<file path="config.mk">
export PLATFORM = sky130hd
export DESIGN_NAME = transaction_arbiter
export DESIGN_NICKNAME = d
export VERILOG_FILES = /design/src/rtl/transaction_arbiter_pkg.sv /design/src/rtl/transaction_arbiter_word_counters.sv /design/src/rtl/transaction_arbiter.sv
export SDC_FILE = /design/constraint.sdc
export NUM_CORES = 1
export LEC_CHECK = 0
export ABC_CLOCK_PERIOD_IN_PS = 3800
export BUFFER_PORTS_ARGS = -buffer_cell sky130_fd_sc_hd__buf_2
export CORE_ASPECT_RATIO = 1.2
export CORE_MARGIN = 2
export CORE_UTILIZATION = 40
export DETAILED_ROUTE_END_ITERATION = 16
export GPL_TIMING_DRIVEN = 1
export SLEW_MARGIN = 20
export SYNTH_ARGS = -nofsm -noshare
export SYNTH_HDL_FRONTEND = slang
export SYNTH_SLANG_ARGS = --single-unit
</file>
<file path="constraint.sdc">
create_clock -name clk -period 3.8 [get_ports clk]
set_clock_uncertainty 0.2 [all_clocks]
set_input_delay 0 -clock clk [delete_from_list [all_inputs] [get_ports clk]]
set_output_delay 0 -clock clk [all_outputs]
set_load 0.02 [all_outputs]
</file>
<file path="src/rtl/transaction_arbiter_pkg.sv">
// Shared transaction-layer definitions for the strict-priority arbiter and its
// word counters.
package transaction_arbiter_pkg;

    localparam int DATA_W   = 12;
    localparam int CNT_W    = 8;
    localparam int DEST_LSB = 10;
    localparam int NUM_FIFO = 4;
    localparam int NUM_CNT  = NUM_FIFO + 1;

    localparam logic [2:0] TOTAL_IDX = 3'd4;

    typedef logic [1:0] dest_t;

    function automatic logic [NUM_FIFO-1:0] dest_onehot(input dest_t d);
        dest_onehot    = '0;
        dest_onehot[d] = 1'b1;
    endfunction

endpackage

</file>
<file path="src/rtl/transaction_arbiter_word_counters.sv">
// Per-destination and total push counters with a one-cycle registered read port.
module word_counters
    import transaction_arbiter_pkg::*;
(
    input  logic                clk,
    input  logic                reset,
    input  logic [NUM_FIFO-1:0] push,
    input  logic                req,
    input  logic [2:0]          idx,
    output logic [CNT_W-1:0]    count_out,
    output logic                count_valid
);

    logic [CNT_W-1:0] cnt_q [NUM_CNT];
    logic [CNT_W-1:0] cnt_d [NUM_CNT];
    logic [CNT_W-1:0] count_out_d, count_out_q;
    logic             count_valid_d, count_valid_q;

    always_comb begin
        for (int k = 0; k < NUM_FIFO; k++) begin
            cnt_d[k] = cnt_q[k] + CNT_W'(push[k]);
        end
        cnt_d[TOTAL_IDX] = cnt_q[TOTAL_IDX] + CNT_W'(|push);
    end

    // Reads sample cnt_q, so a read racing an increment returns the old value.
    always_comb begin
        count_valid_d = 1'b0;
        count_out_d   = '0;
        if (req) begin
            case (idx)
                3'd0: begin count_valid_d = 1'b1; count_out_d = cnt_q[0]; end
                3'd1: begin count_valid_d = 1'b1; count_out_d = cnt_q[1]; end
                3'd2: begin count_valid_d = 1'b1; count_out_d = cnt_q[2]; end
                3'd3: begin count_valid_d = 1'b1; count_out_d = cnt_q[3]; end
                3'd4: begin count_valid_d = 1'b1; count_out_d = cnt_q[4]; end
                default: begin count_valid_d = 1'b0; count_out_d = '0; end
            endcase
        end
    end

    always_ff @(posedge clk) begin
        if (!reset) begin
            for (int k = 0; k < NUM_CNT; k++) begin
                cnt_q[k] <= '0;
            end
            count_out_q   <= '0;
            count_valid_q <= 1'b0;
        end else begin
            for (int k = 0; k < NUM_CNT; k++) begin
                cnt_q[k] <= cnt_d[k];
            end
            count_out_q   <= count_out_d;
            count_valid_q <= count_valid_d;
        end
    end

    assign count_out   = count_out_q;
    assign count_valid = count_valid_q;

endmodule

</file>
<file path="src/rtl/transaction_arbiter.sv">
// Strict-priority arbiter: pops the lowest-numbered non-empty input FIFO and
// pushes the word one cycle later to the output FIFO named by its dest field.
module transaction_arbiter
    import transaction_arbiter_pkg::*;
(
    input  logic                clk,
    input  logic                reset,
    input  logic                enable,
    input  logic [NUM_FIFO-1:0] in_empty,
    input  logic [DATA_W-1:0]   in_data0,
    input  logic [DATA_W-1:0]   in_data1,
    input  logic [DATA_W-1:0]   in_data2,
    input  logic [DATA_W-1:0]   in_data3,
    output logic [NUM_FIFO-1:0] in_pop,
    input  logic [NUM_FIFO-1:0] out_almost_full,
    output logic [NUM_FIFO-1:0] out_push,
    output logic [DATA_W-1:0]   out_data,
    input  logic                req,
    input  logic [2:0]          idx,
    output logic [CNT_W-1:0]    count_out,
    output logic                count_valid,
    output logic                idle
);

    // Handshake: a word transfers from input FIFO i when in_pop[i]=1 and
    // in_empty[i]=0 in the same cycle (head word is valid whenever empty=0).
    // Output FIFOs take out_data on every cycle out_push[k]=1; they give
    // backpressure only through almost_full, so one in-flight word must fit.
    logic                stall;
    logic [NUM_FIFO-1:0] grant;
    logic [DATA_W-1:0]   sel_data;
    dest_t               dest;
    logic [NUM_FIFO-1:0] out_push_d, out_push_q;
    logic [DATA_W-1:0]   out_data_d, out_data_q;
    logic                idle_d, idle_q;

    assign stall = |out_almost_full;

    always_comb begin
        grant    = '0;
        sel_data = '0;
        if (reset && enable && !stall) begin
            if (!in_empty[0]) begin
                grant    = 4'b0001;
                sel_data = in_data0;
            end else if (!in_empty[1]) begin
                grant    = 4'b0010;
                sel_data = in_data1;
            end else if (!in_empty[2]) begin
                grant    = 4'b0100;
                sel_data = in_data2;
            end else if (!in_empty[3]) begin
                grant    = 4'b1000;
                sel_data = in_data3;
            end
        end
    end

    assign dest = sel_data[DEST_LSB +: 2];

    always_comb begin
        out_push_d = '0;
        out_data_d = out_data_q;
        if (|grant) begin
            out_push_d = dest_onehot(dest);
            out_data_d = sel_data;
        end
        idle_d = (&in_empty) && !(|grant);
    end

    always_ff @(posedge clk) begin
        if (!reset) begin
            out_push_q <= '0;
            out_data_q <= '0;
            idle_q     <= 1'b1;
        end else begin
            out_push_q <= out_push_d;
            out_data_q <= out_data_d;
            idle_q     <= idle_d;
        end
    end

    assign in_pop   = grant;
    assign out_push = out_push_q;
    assign out_data = out_data_q;
    assign idle     = idle_q;

    word_counters u_word_counters (
        .clk         (clk),
        .reset       (reset),
        .push        (out_push_q),
        .req         (req),
        .idx         (idx),
        .count_out   (count_out),
        .count_valid (count_valid)
    );

endmodule

</file>
==> results.yml, run 1 <==
outcome:
  status: "finished, final reports clean"
setup_path:
  end_kind: "flop"
  critPathTopFamily: "buffers and inverters"
  crit_path_max_fanout: 12
  critical_path_required_ns: 3.81
  crit_top_cell: "dlygate4sd3_1"
  crit_path_top_delay_cell: "nor2b_1"
  start_kind: "primary input"
  setup.worst_path.class: "in -> reg"
  crit_chain: "dlygate4sd3_1, buf_2, nor2b_1, a221oi_1, dlygate4sd3_1, nor2_1, dlygate4sd3_1, nor3b_1, dlygate4sd3_1"
  crit_buf_inv: 5
  crit_arrival_ns: 3.55
  slowest_delay_ns: 0.69
finish:
  nFillCells: 674
  nets: 519
  layout-drive-gt1-share: 0.255
  seq_area_mm2: 0.00132
  diodes: 0
  syn_to_final_growth_pct: 36.7
  finalInstanceArea_mm2: 0.00421
  multi_input_area_mm2: 0.00167
yosys:
  synth-xor-area-share: 0.0853
  synthAdderAreaFrac: 0.0406
  syn-num-nets: 391
  ys.flop_type: "dfxtp_1"
  syn_inst: 318
  synth_area_mm2: 0.00308
  ys_async_sr_fraction: 0
  synth_top_family_by_area: "simple AND/OR/NAND/NOR gates"
  synth.area.mux_share: 0.0288
  synth-compound-area-share: 0.150
  synth-seq-area-share: 0.429
  yosys.area_share.simple: 0.238
  ys_ff_latch: 66
  synth_edf_count: 0
  syn_area_per_cell_um2: 9.69
  ys_types: 40
  yosysWarnings: 0
grt:
  grt_pass1_vias: 2954
  track_usage: 0.197
  antenna_found_initial: 0
  grt-ovfl-total: 0
  grt_first_pass_wirelength_mm: 13.4
  grt_start_max_net_pins: 46
detailed_routing:
  drc_errors: 0
  wire_per_inst_um: 14.5
  antenna_left: 0
  routed_via_density: 5.37
  via_count: 2914
  totalWireLength_mm: 7.87
  dr.pass1.iters: 4
  dr.first_iter.drc_count: 107
die:
  coreArea_mm2: 0.00758
  initial_core_util: 0.407
  ioPinCount: 93
  die_area_mm2: 0.00843
  dieWidth_um: 84.1
  die_y_um: 100
  fp-row-count: 35
sta:
  drv_slew: 0
  setup_tns_ns: 0
  rsz0062_at_grt: "false"
  hold_viol: 0
  worst_slew_pin_slew_ns: 0.858
  post-route-period-util: 0.931
  layout_min_cycle_time_ns: 3.54
  maxSlewHeadroom: 0.427
  setup_viol: 0
  timing.fmax_mhz: 283
placed_design:
  placed_area_mm2: 0.00358
  place_congestion: 0.833
  dpl.hpwl_mm: 5.39
  io_buffers: 92
power_and_ir_drop:
  p_leak_uw: 0.00190
  irDropWorstVdd_mv: 0.194
  power.density_mw_per_mm2: 324
clock_tree:
  clock_latency_ns: 0.33
  htreeDepth: 3
  cts-root-buf: "clkbuf_8"
  cts_buffers: 9
  post_cts_buffers: 0
  clockBufferDepth: 2
  cts_sinks: 66
  tritoncts: "built"
  cts.repair.resized: 0
  cts.clk_slew.worst_paths_ns: 0.07
  ctsHoldBuffers: 45
min_path:
  worstHoldPathType: "in -> reg"
run:
  drv_cap: 0
## layout by cell type, fill, tap and decap left out, types with 6 or more instances in the layout
master	n
a221oi_1	11
a22oi_1	13
and2_1	46
and3_1	10
buf_2	92
clkbuf_8	12
dfxtp_1	66
dlygate4sd3_1	45
ha_1	10
nand3_1	35
o221ai_1	11
o22ai_1	9
o31ai_1	10
xnor2_1	24
xor2_1	6
## worst paths after layout
check	from	end	slack, ns	depth (start not counted)
hold reg to reg	out_data[10]	out_data[10]	0.29	2
setup / recovery	in_empty[2]	out_push[0]	0.26	9
hold / removal	in_data0[11]	out_push[2]	0.02	4
setup reg to reg	out_push[1]	u_word_counters.cnt_q[0][34]	1.84	5
## flip-flops by register name (all words and copies together) (netlist names)
name                         count
idle                             1
u_word_counters.cnt_q           40
u_word_counters.count_valid      1
u_word_counters.count_out        8
out_data                        12
out_push                         4
## power by group
group	internal [uW]	switching [uW]	leakage, uW
registers	694	1.27	0.000532
logic	63.6	63.4	0.00127
clock network	289	252	0.0000965
total	1050	317	0.00190
## per-layer routing
layer	track usage	vias to the layer above	part of all wire
li1	-	1423	-
met1	0.230	1335	0.42
met2	0.336	136	0.48
met3	0.0551	20	0.069
met4	0.0893	0	0.026
met5	0	-	0
## per-stage QoR
step / utilization / setup slack, ns / power [uW] / cells / hold WS (ns)
4_1_cts: 0.556 / 0.448 / 1370 / 543 / 0.000646
3_3_place_gp: 0.472 / 1.88 / 808 / 482 / 0.0939
2_1_floorplan: - / 1.86 / 761 / 318 / -0.114
5_1_grt: 0.556 / 0.0484 / 1430 / 543 / 0.0549
3_5_place_dp: 0.472 / 1.85 / 808 / 482 / 0.102
6_report: 0.556 / 0.262 / 1360 / 543 / 0.0224
## worst min-delay path, stage by stage
cell     delay [ns]
buf_2          0.10
o22ai_1        0.20
or3_4          0.18
nor2b_2        0.03
## Yosys cell counts, drive strengths merged (3+ instances only)
cell / number / share of area
o22ai: 9 / 0.018
and3: 10 / 0.020
dfxtp: 66 / 0.43
o221ai: 11 / 0.031
xor2: 6 / 0.017
a22oi: 13 / 0.032
buf: 10 / 0.015
and2: 46 / 0.093
mux2: 7 / 0.026
clkbuf: 11 / 0.013
nor2: 5 / 0.0061
nand2: 5 / 0.0061
nand3: 36 / 0.060
nor2b: 6 / 0.013
ha: 10 / 0.041
nand4: 3 / 0.0081
xnor2: 24 / 0.068
a221oi: 11 / 0.031
o31ai: 10 / 0.024
## cell families (layout without fill, tap and decap cells)
family,after synthesis,in the layout
xor+xnor,30,30
fa+ha+maj,10,10
mux,8,8
flops,66,66
compound gates,60,60
simple gates,122,122
buf+inv,22,155
## cell type report
class                           count  area share
Clock inverter                      2     0.00238
Tap cell                           92      0.0273
Sequential cell                    66       0.314
Multi-Input combinational cell    230       0.397
Clock buffer                       14      0.0410
Inverter                            1    0.000891
Timing Repair Buffer              138       0.218
Power figures use the tool's default switching activity.
==> inputs of run 2 (changes only) <==
--- a/config.mk
+++ b/config.mk
@@ -6,12 +6,13 @@
 export NUM_CORES = 1
 export LEC_CHECK = 0
 export ABC_CLOCK_PERIOD_IN_PS = 3800
-export BUFFER_PORTS_ARGS = -buffer_cell sky130_fd_sc_hd__buf_2
 export CORE_ASPECT_RATIO = 1.2
 export CORE_MARGIN = 2
 export CORE_UTILIZATION = 40
 export DETAILED_ROUTE_END_ITERATION = 16
+export DONT_BUFFER_PORTS = 1
 export GPL_TIMING_DRIVEN = 1
+export SKIP_CTS_REPAIR_TIMING = 1
 export SLEW_MARGIN = 20
 export SYNTH_ARGS = -nofsm -noshare
 export SYNTH_HDL_FRONTEND = slang
==> results.yml, run 2 (synthesis results as in run 1) <==
setup_path:
  critical_path_required_ns: 3.88
  crit_path_max_fanout: 65
  start_kind: "primary input"
  setup.worst_path.class: "in -> reg"
  end_kind: "flop"
  crit_arrival_ns: 2.82
power_and_ir_drop:
  combPwrFrac: 0.067
  sequentialPowerShare: 0.521
  sw_frac_of_total: 0.223
  power.density_mw_per_mm2: 350
  p_sw_uw: 299
  p_clk_frac: 0.412
  irDropWorstVdd_mv: 0.195
  internal_power_uw: 1040
  p_leak_uw: 0.00152
detailed_routing:
  wire_per_inst_um: 16.6
  via_count: 2598
  antenna_left: 0
  dr.first_iter.drc_count: 119
  routed_via_density: 5.67
  drc_errors: 0
  totalWireLength_mm: 7.62
  dr.pass1.iters: 4
run:
  drv_cap: 0
placed_design:
  io_buffers: 0
  place_congestion: 0.865
  dpl.hpwl_mm: 4.97
grt:
  track_usage: 0.162
  grt_start_max_net_pins: 67
  antenna_found_initial: 0
  grt_first_pass_wirelength_mm: 10.8
  grt_pass1_vias: 2346
  grt-ovfl-total: 0
sta:
  setup_viol: 0
  rsz0062_at_grt: "false"
  post-route-period-util: 0.723
  setup_tns_ns: 0
  timing.fmax_mhz: 364
  hold_viol: 4
  layout_min_cycle_time_ns: 2.75
  maxSlewHeadroom: 0.391
  worst_slew_pin_slew_ns: 0.911
  fin_hold_ws_ns: -0.0278
  drv_slew: 0
finish:
  largest_reg_flops: 40
  multi_input_area_mm2: 0.00167
  top_register: "u_word_counters.cnt_q"
  layout_commonest_cell: "dfxtp_1"
  diodes: 0
  syn_to_final_growth_pct: 24.5
  layout_common_cells: "dfxtp_1, dlygate4sd3_1, and2_1"
  nFillCells: 705
  layout-drive-gt1-share: 0.0574
  seq_area_mm2: 0.00132
  nets: 434
die:
  initial_core_util: 0.407
  die_area_mm2: 0.00843
  die_y_um: 100
  fp-row-count: 35
  dieWidth_um: 84.1
  ioPinCount: 93
  coreArea_mm2: 0.00758
clock_tree:
  cts_buffers: 9
  cts-root-buf: "clkbuf_8"
  clockBufferDepth: 2
  clock_latency_ns: 0.34
  tritoncts: "built"
  cts_sinks: 66
  cts.clk_slew.worst_paths_ns: 0.07
  htreeDepth: 3
outcome:
  violations: "hold timing"
  status: "finished with violations"
min_path:
  worstHoldPathType: "in -> reg"
[run 2: final timing paths]
kind / from / to / slack [ns] / depth (start not counted)
max reg2reg: u_word_counters.cnt_q[0][29] / u_word_counters.count_out[5] / 1.27 / 6
min reg2reg: out_data[11] / out_data[11] / 0.37 / 2
max: reset / out_push[2] / 1.05 / 7
min: idx[0] / u_word_counters.count_out[6] / -0.03 / 4
[run 2: area by class of cell]
type                    instances  share of cell area
clock inverters                 3              0.0104
multi-input cells             230               0.435
inverters                       1            0.000978
flip-flops and latches         66               0.344
well taps                      92              0.0300
repair buffers                 53               0.143
clock buffers                  13              0.0362
[run 2: through the flow]
stage               utilization  worst slack (ns)  power (uW)  std cells  instance area [um2]
floorplan                     -              1.86         761        318                 3080
global route              0.507             0.985        1390        458                 3840
detailed placement        0.411              1.73         752        389                 3110
CTS                       0.434              1.72        1310        405                 3290
finish                    0.507              1.05        1340        458                 3840
global placement          0.411              1.74         752        389                 3110
[run 2: critical path: stages]
cell	delay, ns
dlygate4sd3_1	0.62
buf_16	0.26
nand3_2	0.19
dlygate4sd3_1	0.64
or3_4	0.39
dlygate4sd3_1	0.61
nor2b_2	0.12
[run 2: layer usage]
metal	vias to the layer above	wire [um]	GRT usage	share of wire
li1	1257	-	-	-
met1	1215	3090	0.173	0.40
met2	113	3850	0.289	0.50
met3	13	535	0.0444	0.070
met4	0	151	0.0918	0.020
met5	-	0	0	0
[run 2: power by group through the flow]
stage | Combinational, uW | Clock [uW] | Sequential, uW
6_report | 89.7 | 553 | 700
3_5_place_dp | 37.1 | 0 | 715
4_1_cts | 37.3 | 571 | 699
2_1_floorplan | 46.5 | 0 | 715
5_1_grt | 96.6 | 598 | 699
3_3_place_gp | 36.7 | 0 | 715
